===== config.mk =====
export PLATFORM = sky130hd
export DESIGN_NAME = airi5c_alu_share_ctrl_flat
export DESIGN_NICKNAME = d
export VERILOG_FILES = /design/src/rtl/airi5c_alu_share_ctrl_if.sv /design/src/rtl/airi5c_alu_share_ctrl.sv /design/src/flat_wrapper.sv
export SDC_FILE = /design/constraint.sdc
export NUM_CORES = 1
export LEC_CHECK = 0
export ABC_AREA = 1
export ABC_CLOCK_PERIOD_IN_PS = 1680
export CAP_MARGIN = 25
export CORE_AREA = 2 2 109 111
export CTS_CLUSTER_DIAMETER = 80
export CTS_CLUSTER_SIZE = 20
export DETAILED_ROUTE_END_ITERATION = 10
export DIE_AREA = 0 0 111 113
export SETUP_SLACK_MARGIN = 0.02
export SYNTH_ARGS = -nofsm -noshare
export SYNTH_HDL_FRONTEND = slang
export SYNTH_SLANG_ARGS = --single-unit

===== constraint.sdc =====
create_clock -name clk_i -period 1.68 [get_ports clk_i]
set_input_delay 0.168 -clock clk_i [delete_from_list [all_inputs] [get_ports clk_i]]
set_output_delay 0.168 -clock clk_i [all_outputs]
set_load 0.005 [all_outputs]

===== src/rtl/airi5c_alu_share_ctrl_if.sv =====
// Operand/handshake bundle between the EX stage, the auxiliary requester, the shared ALU and
// the ALU share controller.
interface airi5c_alu_share_ctrl_if #(
    parameter int XPR_LEN         = 32,
    parameter int SRC_A_SEL_WIDTH = 2,
    parameter int OP_WIDTH        = 4
) ();
    logic                       ex_req_i;
    logic [SRC_A_SEL_WIDTH-1:0] ex_src_a_sel_i;
    logic [XPR_LEN-1:0]         ex_pc_i;
    logic [XPR_LEN-1:0]         ex_rs1_i;
    logic [OP_WIDTH-1:0]        ex_op_i;
    logic                       ex_gnt_o;
    logic                       ex_stall_o;

    logic                       aux_req_i;
    logic [SRC_A_SEL_WIDTH-1:0] aux_src_a_sel_i;
    logic [XPR_LEN-1:0]         aux_pc_i;
    logic [XPR_LEN-1:0]         aux_rs1_i;
    logic [OP_WIDTH-1:0]        aux_op_i;
    logic                       aux_gnt_o;
    logic                       aux_rvalid_o;
    logic [XPR_LEN-1:0]         aux_rdata_o;

    logic [SRC_A_SEL_WIDTH-1:0] alu_src_a_sel_o;
    logic [XPR_LEN-1:0]         alu_pc_o;
    logic [XPR_LEN-1:0]         alu_rs1_o;
    logic [OP_WIDTH-1:0]        alu_op_o;
    logic [XPR_LEN-1:0]         alu_result_i;

    // The controller is the slave; requesters and the ALU sit on the master side.
    modport slave (
        input  ex_req_i, ex_src_a_sel_i, ex_pc_i, ex_rs1_i, ex_op_i,
        output ex_gnt_o, ex_stall_o,
        input  aux_req_i, aux_src_a_sel_i, aux_pc_i, aux_rs1_i, aux_op_i,
        output aux_gnt_o, aux_rvalid_o, aux_rdata_o,
        output alu_src_a_sel_o, alu_pc_o, alu_rs1_o, alu_op_o,
        input  alu_result_i
    );

    modport master (
        output ex_req_i, ex_src_a_sel_i, ex_pc_i, ex_rs1_i, ex_op_i,
        input  ex_gnt_o, ex_stall_o,
        output aux_req_i, aux_src_a_sel_i, aux_pc_i, aux_rs1_i, aux_op_i,
        input  aux_gnt_o, aux_rvalid_o, aux_rdata_o,
        input  alu_src_a_sel_o, alu_pc_o, alu_rs1_o, alu_op_o,
        output alu_result_i
    );
endinterface


===== src/rtl/airi5c_alu_share_ctrl.sv =====
// Shares the EX-stage ALU between the main pipeline and one auxiliary requester. EX has priority
// until the auxiliary side has waited STARVE_MAX cycles; auxiliary results come back registered.
module airi5c_alu_share_ctrl #(
    parameter int XPR_LEN         = 32,
    parameter int SRC_A_SEL_WIDTH = 2,
    parameter int OP_WIDTH        = 4,
    parameter int STARVE_MAX      = 4
) (
    input  logic                    clk_i,
    input  logic                    rst_i,
    airi5c_alu_share_ctrl_if.slave  bus
);
    localparam int             CW      = $clog2(STARVE_MAX + 1);
    localparam logic [CW-1:0]  CNT_MAX = CW'(STARVE_MAX);

    logic [CW-1:0]      r_cnt;
    logic               r_rvalid;
    logic [XPR_LEN-1:0] r_rdata;

    logic w_starve;
    logic w_ex_gnt;
    logic w_aux_gnt;

    // Arbitration is purely combinational so EX keeps its zero-latency path to the ALU.
    assign w_starve  = (r_cnt == CNT_MAX);
    assign w_ex_gnt  = bus.ex_req_i && !(w_starve && bus.aux_req_i);
    assign w_aux_gnt = bus.aux_req_i && !w_ex_gnt;

    assign bus.ex_gnt_o   = w_ex_gnt;
    assign bus.ex_stall_o = bus.ex_req_i && !w_ex_gnt;
    assign bus.aux_gnt_o  = w_aux_gnt;

    // The EX bundle is the default so idle cycles keep the EX operands on the ALU.
    assign bus.alu_src_a_sel_o = w_aux_gnt ? bus.aux_src_a_sel_i : bus.ex_src_a_sel_i;
    assign bus.alu_pc_o        = w_aux_gnt ? bus.aux_pc_i        : bus.ex_pc_i;
    assign bus.alu_rs1_o       = w_aux_gnt ? bus.aux_rs1_i       : bus.ex_rs1_i;
    assign bus.alu_op_o        = w_aux_gnt ? bus.aux_op_i        : bus.ex_op_i;

    always_ff @(posedge clk_i or posedge rst_i) begin
        if (rst_i) begin
            r_cnt <= '0;
        end else if (!bus.aux_req_i || w_aux_gnt) begin
            r_cnt <= '0;
        end else if (!w_starve) begin
            r_cnt <= r_cnt + CW'(1);
        end
    end

    always_ff @(posedge clk_i or posedge rst_i) begin
        if (rst_i) begin
            r_rvalid <= 1'b0;
            r_rdata  <= '0;
        end else begin
            r_rvalid <= w_aux_gnt;
            if (w_aux_gnt) begin
                r_rdata <= bus.alu_result_i;
            end
        end
    end

    assign bus.aux_rvalid_o = r_rvalid;
    assign bus.aux_rdata_o  = r_rdata;
endmodule


===== src/flat_wrapper.sv =====
// flat-port wrapper written by rule: the top's interface ports become plain ports
module airi5c_alu_share_ctrl_flat 
#(
    parameter int XPR_LEN         = 32,
    parameter int SRC_A_SEL_WIDTH = 2,
    parameter int OP_WIDTH        = 4,
    parameter int STARVE_MAX      = 4
)
  (clk_i, rst_i, bus_ex_req_i, bus_ex_src_a_sel_i, bus_ex_pc_i, bus_ex_rs1_i, bus_ex_op_i, bus_ex_gnt_o, bus_ex_stall_o, bus_aux_req_i, bus_aux_src_a_sel_i, bus_aux_pc_i, bus_aux_rs1_i, bus_aux_op_i, bus_aux_gnt_o, bus_aux_rvalid_o, bus_aux_rdata_o, bus_alu_src_a_sel_o, bus_alu_pc_o, bus_alu_rs1_o, bus_alu_op_o, bus_alu_result_i);
  airi5c_alu_share_ctrl_if #(.XPR_LEN(XPR_LEN), .SRC_A_SEL_WIDTH(SRC_A_SEL_WIDTH), .OP_WIDTH(OP_WIDTH)) bus_i ();
  input  logic clk_i;
  input  logic rst_i;
  input wire logic [$bits(bus_i.ex_req_i)-1:0] bus_ex_req_i;
  input wire logic [$bits(bus_i.ex_src_a_sel_i)-1:0] bus_ex_src_a_sel_i;
  input wire logic [$bits(bus_i.ex_pc_i)-1:0] bus_ex_pc_i;
  input wire logic [$bits(bus_i.ex_rs1_i)-1:0] bus_ex_rs1_i;
  input wire logic [$bits(bus_i.ex_op_i)-1:0] bus_ex_op_i;
  output wire logic [$bits(bus_i.ex_gnt_o)-1:0] bus_ex_gnt_o;
  output wire logic [$bits(bus_i.ex_stall_o)-1:0] bus_ex_stall_o;
  input wire logic [$bits(bus_i.aux_req_i)-1:0] bus_aux_req_i;
  input wire logic [$bits(bus_i.aux_src_a_sel_i)-1:0] bus_aux_src_a_sel_i;
  input wire logic [$bits(bus_i.aux_pc_i)-1:0] bus_aux_pc_i;
  input wire logic [$bits(bus_i.aux_rs1_i)-1:0] bus_aux_rs1_i;
  input wire logic [$bits(bus_i.aux_op_i)-1:0] bus_aux_op_i;
  output wire logic [$bits(bus_i.aux_gnt_o)-1:0] bus_aux_gnt_o;
  output wire logic [$bits(bus_i.aux_rvalid_o)-1:0] bus_aux_rvalid_o;
  output wire logic [$bits(bus_i.aux_rdata_o)-1:0] bus_aux_rdata_o;
  output wire logic [$bits(bus_i.alu_src_a_sel_o)-1:0] bus_alu_src_a_sel_o;
  output wire logic [$bits(bus_i.alu_pc_o)-1:0] bus_alu_pc_o;
  output wire logic [$bits(bus_i.alu_rs1_o)-1:0] bus_alu_rs1_o;
  output wire logic [$bits(bus_i.alu_op_o)-1:0] bus_alu_op_o;
  input wire logic [$bits(bus_i.alu_result_i)-1:0] bus_alu_result_i;
  assign bus_i.ex_req_i = bus_ex_req_i;
  assign bus_i.ex_src_a_sel_i = bus_ex_src_a_sel_i;
  assign bus_i.ex_pc_i = bus_ex_pc_i;
  assign bus_i.ex_rs1_i = bus_ex_rs1_i;
  assign bus_i.ex_op_i = bus_ex_op_i;
  assign bus_ex_gnt_o = bus_i.ex_gnt_o;
  assign bus_ex_stall_o = bus_i.ex_stall_o;
  assign bus_i.aux_req_i = bus_aux_req_i;
  assign bus_i.aux_src_a_sel_i = bus_aux_src_a_sel_i;
  assign bus_i.aux_pc_i = bus_aux_pc_i;
  assign bus_i.aux_rs1_i = bus_aux_rs1_i;
  assign bus_i.aux_op_i = bus_aux_op_i;
  assign bus_aux_gnt_o = bus_i.aux_gnt_o;
  assign bus_aux_rvalid_o = bus_i.aux_rvalid_o;
  assign bus_aux_rdata_o = bus_i.aux_rdata_o;
  assign bus_alu_src_a_sel_o = bus_i.alu_src_a_sel_o;
  assign bus_alu_pc_o = bus_i.alu_pc_o;
  assign bus_alu_rs1_o = bus_i.alu_rs1_o;
  assign bus_alu_op_o = bus_i.alu_op_o;
  assign bus_i.alu_result_i = bus_alu_result_i;
  airi5c_alu_share_ctrl #(.XPR_LEN(XPR_LEN), .SRC_A_SEL_WIDTH(SRC_A_SEL_WIDTH), .OP_WIDTH(OP_WIDTH), .STARVE_MAX(STARVE_MAX)) u_core (.clk_i(clk_i), .rst_i(rst_i), .bus(bus_i));
endmodule

==> results.toml <==
[run_status]
outcome = "complete, but fails checks"
violations = "setup timing"

[worst_setup_path]
critPathSlowestCell = "dfrtp_1"
rr_worst_depth = 12
start_kind = "flop"
crit_family = "buffers and inverters"
crit_buf_inv = 7
worstPathRequired_ns = 1.51
crit_cells = 12
cp_max_fo = 4
crit_start = "u_core.r_cnt[0]$_DFFE_PP0P_"
r2r_slack_ns = -0.14
slowest_delay_ns = 0.40
crit_type = "flop to output port"
cp-end-kind = "output port"
worstPathCellList = "inv_2, ha_4, nand2_4, a21boi_4, clkbuf_16, buf_12, buf_8, buf_6, buf_6, nand2_4, nand2_4, buf_6"
reg2reg_from = "u_core.r_cnt[0]$_DFFE_PP0P_"
crit_arrival_ns = 2.02

[final_layout]
final_nets = 910
stdcell_count = 876
n_antenna_cell = 0
area_growth_pct = 195
drive_above_1_share = 0.372
postLayoutCoreUtil = 0.597

[sta]
drv_slew = 0
min_period_ns = 2.18
setup_ws_ns = -0.504
tns_ns = -30.47
finalHoldViolCount = 0
timing.final.crit_share = 1.30
rsz0062_at_grt = "true"
slew-limit-headroom = 0.774
fmax_mhz = 458
finalSetupViolations = 96
worst_pin_slew_ns = 0.338
clock_skew_ns = 0.00582

[route]
first_pass_iters = 4
dr_total_vias = 3757
wirelength_mm = 15.3
ant_nets = 0
drc = 0
drt_first_iter_violations = 223
viasPerCell = 4.29
wl_per_cell_um = 17.4

[synth]
synth_cell_type_count = 11
syn-num-nets = 561
synth_seq_cells = 36
ys_seq_area_frac = 0.395
yosys_warnings = 0
synth_area_um2 = 2280
netlist_instances = 383
syn_area_per_cell_um2 = 5.96

[power_and_ir_drop]
powerDensity_nw_per_um2 = 557
intPower_mw = 2.72
combinationalPowerShare = 0.446
sequentialPowerShare = 0.274
power_leakage_nw = 3.46
irDropWorstVdd_v = 0.000570
switching_share = 0.276
p_sw_mw = 1.03
clock_power_share = 0.279

[clock_network]
cts-root-buf = "clkbuf_16"
clk_latency_ns = 0.28
h-tree-depth = 2
cts_made_buffers = 5
clkTransAtPathRegs_ns = 0.06
cts_tree = "done"
cts.sinks = 36
clock_path_buffers = 2

[placed_design]
port_buffers = 281
gp_congestion = 0.875
dp_hpwl_mm = 9.86
dpl.cell_count = 802

[floorplan]
die_area_um2 = 12500
rows = 39
die_h_um = 113
ios = 282
core_area_um2 = 11300
initial_core_util = 0.202
die_width_um = 111

[run]
drv_cap = 0

[grt]
grt_usage = 0.192
grt_max_degree = 43
grt.overflow.total = 0
grt_pass1_vias = 3362
antenna_found_initial = 1
grt_pass1_wl_mm = 19.1

[worst_hold_path]
hold_class = "input pin to asynchronous set/reset pin"
==> area by class of cell <==
cell class                 count  area (µm²)
clock inverter                 3        42.5
inverter                       6        25.0
multi-input combinational    319        1710
timing repair buffer         364        3750
tap                          143         179
clock buffer                   5         125
fill                        1024        4540
sequential                    36         901
==> synth_stat cells <==
| master | n | area [µm²] |
|---|---|---|
| nand3_1 | 1 | 5.00 |
| a21boi_2 | 1 | 11.3 |
| xnor2_1 | 1 | 8.76 |
| ha_1 | 2 | 25.0 |
| dfrtp_1 | 36 | 901 |
| buf_2 | 11 | 55.1 |
| nand2_1 | 310 | 1160 |
| buf_4 | 9 | 67.6 |
| nor2_1 | 4 | 15.0 |
| inv_1 | 6 | 22.5 |
| clkbuf_1 | 2 | 7.51 |
==> power groups by stage <==
stage / sequential, mW / clock [mW] / combinational, mW
floorplan: 1.05 / 0 / 0.326
global placement: 1.03 / 0 / 1.34
finish: 1.03 / 1.05 / 1.67
CTS: 1.03 / 1.07 / 1.39
global route: 1.04 / 1.11 / 1.79
detailed placement: 1.04 / 0 / 1.35
==> flip-flops by register name, summed over array words and instances, names as in the netlist <==
register	count
u_core.bus.aux_rdata_o	32
u_core.r_cnt	3
u_core.bus.aux_rvalid_o	1
==> cells by family (layout without fill, tap and decap cells) <==
group | count (synthesis) | after routing | synth area share
AND/OR/NAND/NOR | 315 | 315 | 0.519
flip-flops | 36 | 36 | 0.395
buffers and inverters | 28 | 378 | 0.0669
adder cells (fa/ha/maj) | 2 | 2 | 0.0110
AO/OA/AOI/OAI | 1 | 1 | 0.00493
XOR/XNOR | 1 | 1 | 0.00384
==> layout by cell type, fill, tap and decap left out <==
cell	synthesis	routed
a21boi_4	0	1
buf_12	0	12
buf_16	0	4
buf_2	11	41
buf_4	9	17
buf_6	0	41
buf_8	0	8
bufinv_16	0	1
clkbuf_16	0	17
clkbuf_2	0	21
clkdlybuf4s50_1	0	208
clkinv_2	0	1
clkinvlp_4	0	1
dfrtp_1	36	36
ha_1	2	1
ha_4	0	1
inv_1	6	3
inv_2	0	2
inv_4	0	1
nand2_1	310	208
nand2_2	0	67
nand2_4	0	34
nand2_8	0	1
nand3_4	0	1
nor2_1	4	3
nor2_4	0	1
xnor2_1	1	1
==> path summary, 6_finish.rpt <==
kind | end
setup / recovery | bus_alu_op_o[0]
hold / removal | u_core.bus.aux_rdata_o[23]$_DFFE_PP0P_
setup reg to reg | u_core.bus.aux_rdata_o[28]$_DFFE_PP0P_
hold reg to reg | u_core.bus.aux_rdata_o[11]$_DFFE_PP0P_
max in group asynchronous | u_core.bus.aux_rdata_o[22]$_DFFE_PP0P_
min in group clk_i | u_core.bus.aux_rdata_o[8]$_DFFE_PP0P_
==> what timing repair did <==
item	4_1_cts	5_1_grt
setup buffers	15	36
pin swaps	3	53
endpoints found under the setup margin	73	98
hold buffers	0	0
gates cloned	3	18
resized for setup	134	312
==> per-stage QoR <==
step	instance area, µm²	setup WS, ns	power, mW	hold WS [ns]
2_1_floorplan	2280	0.233	1.37	0.285
3_3_place_gp	5390	-0.380	2.38	0.444
3_5_place_dp	5390	-0.400	2.39	0.448
4_1_cts	5730	-0.644	3.50	0.150
5_1_grt	6730	-0.590	3.94	0.170
6_report	6730	-0.504	3.75	0.143
==> metal layers <==
| metal | vias to the layer above | part of all wire | GRT usage |
|---|---|---|---|
| met5 | - | 0.00085 | 0 |
| met4 | 2 | 0.022 | 0.0408 |
| met3 | 23 | 0.068 | 0.0514 |
| met2 | 180 | 0.51 | 0.341 |
| met1 | 1718 | 0.40 | 0.234 |
| li1 | 1834 | - | - |
Note: power is estimated with default switching activity, not from simulation.
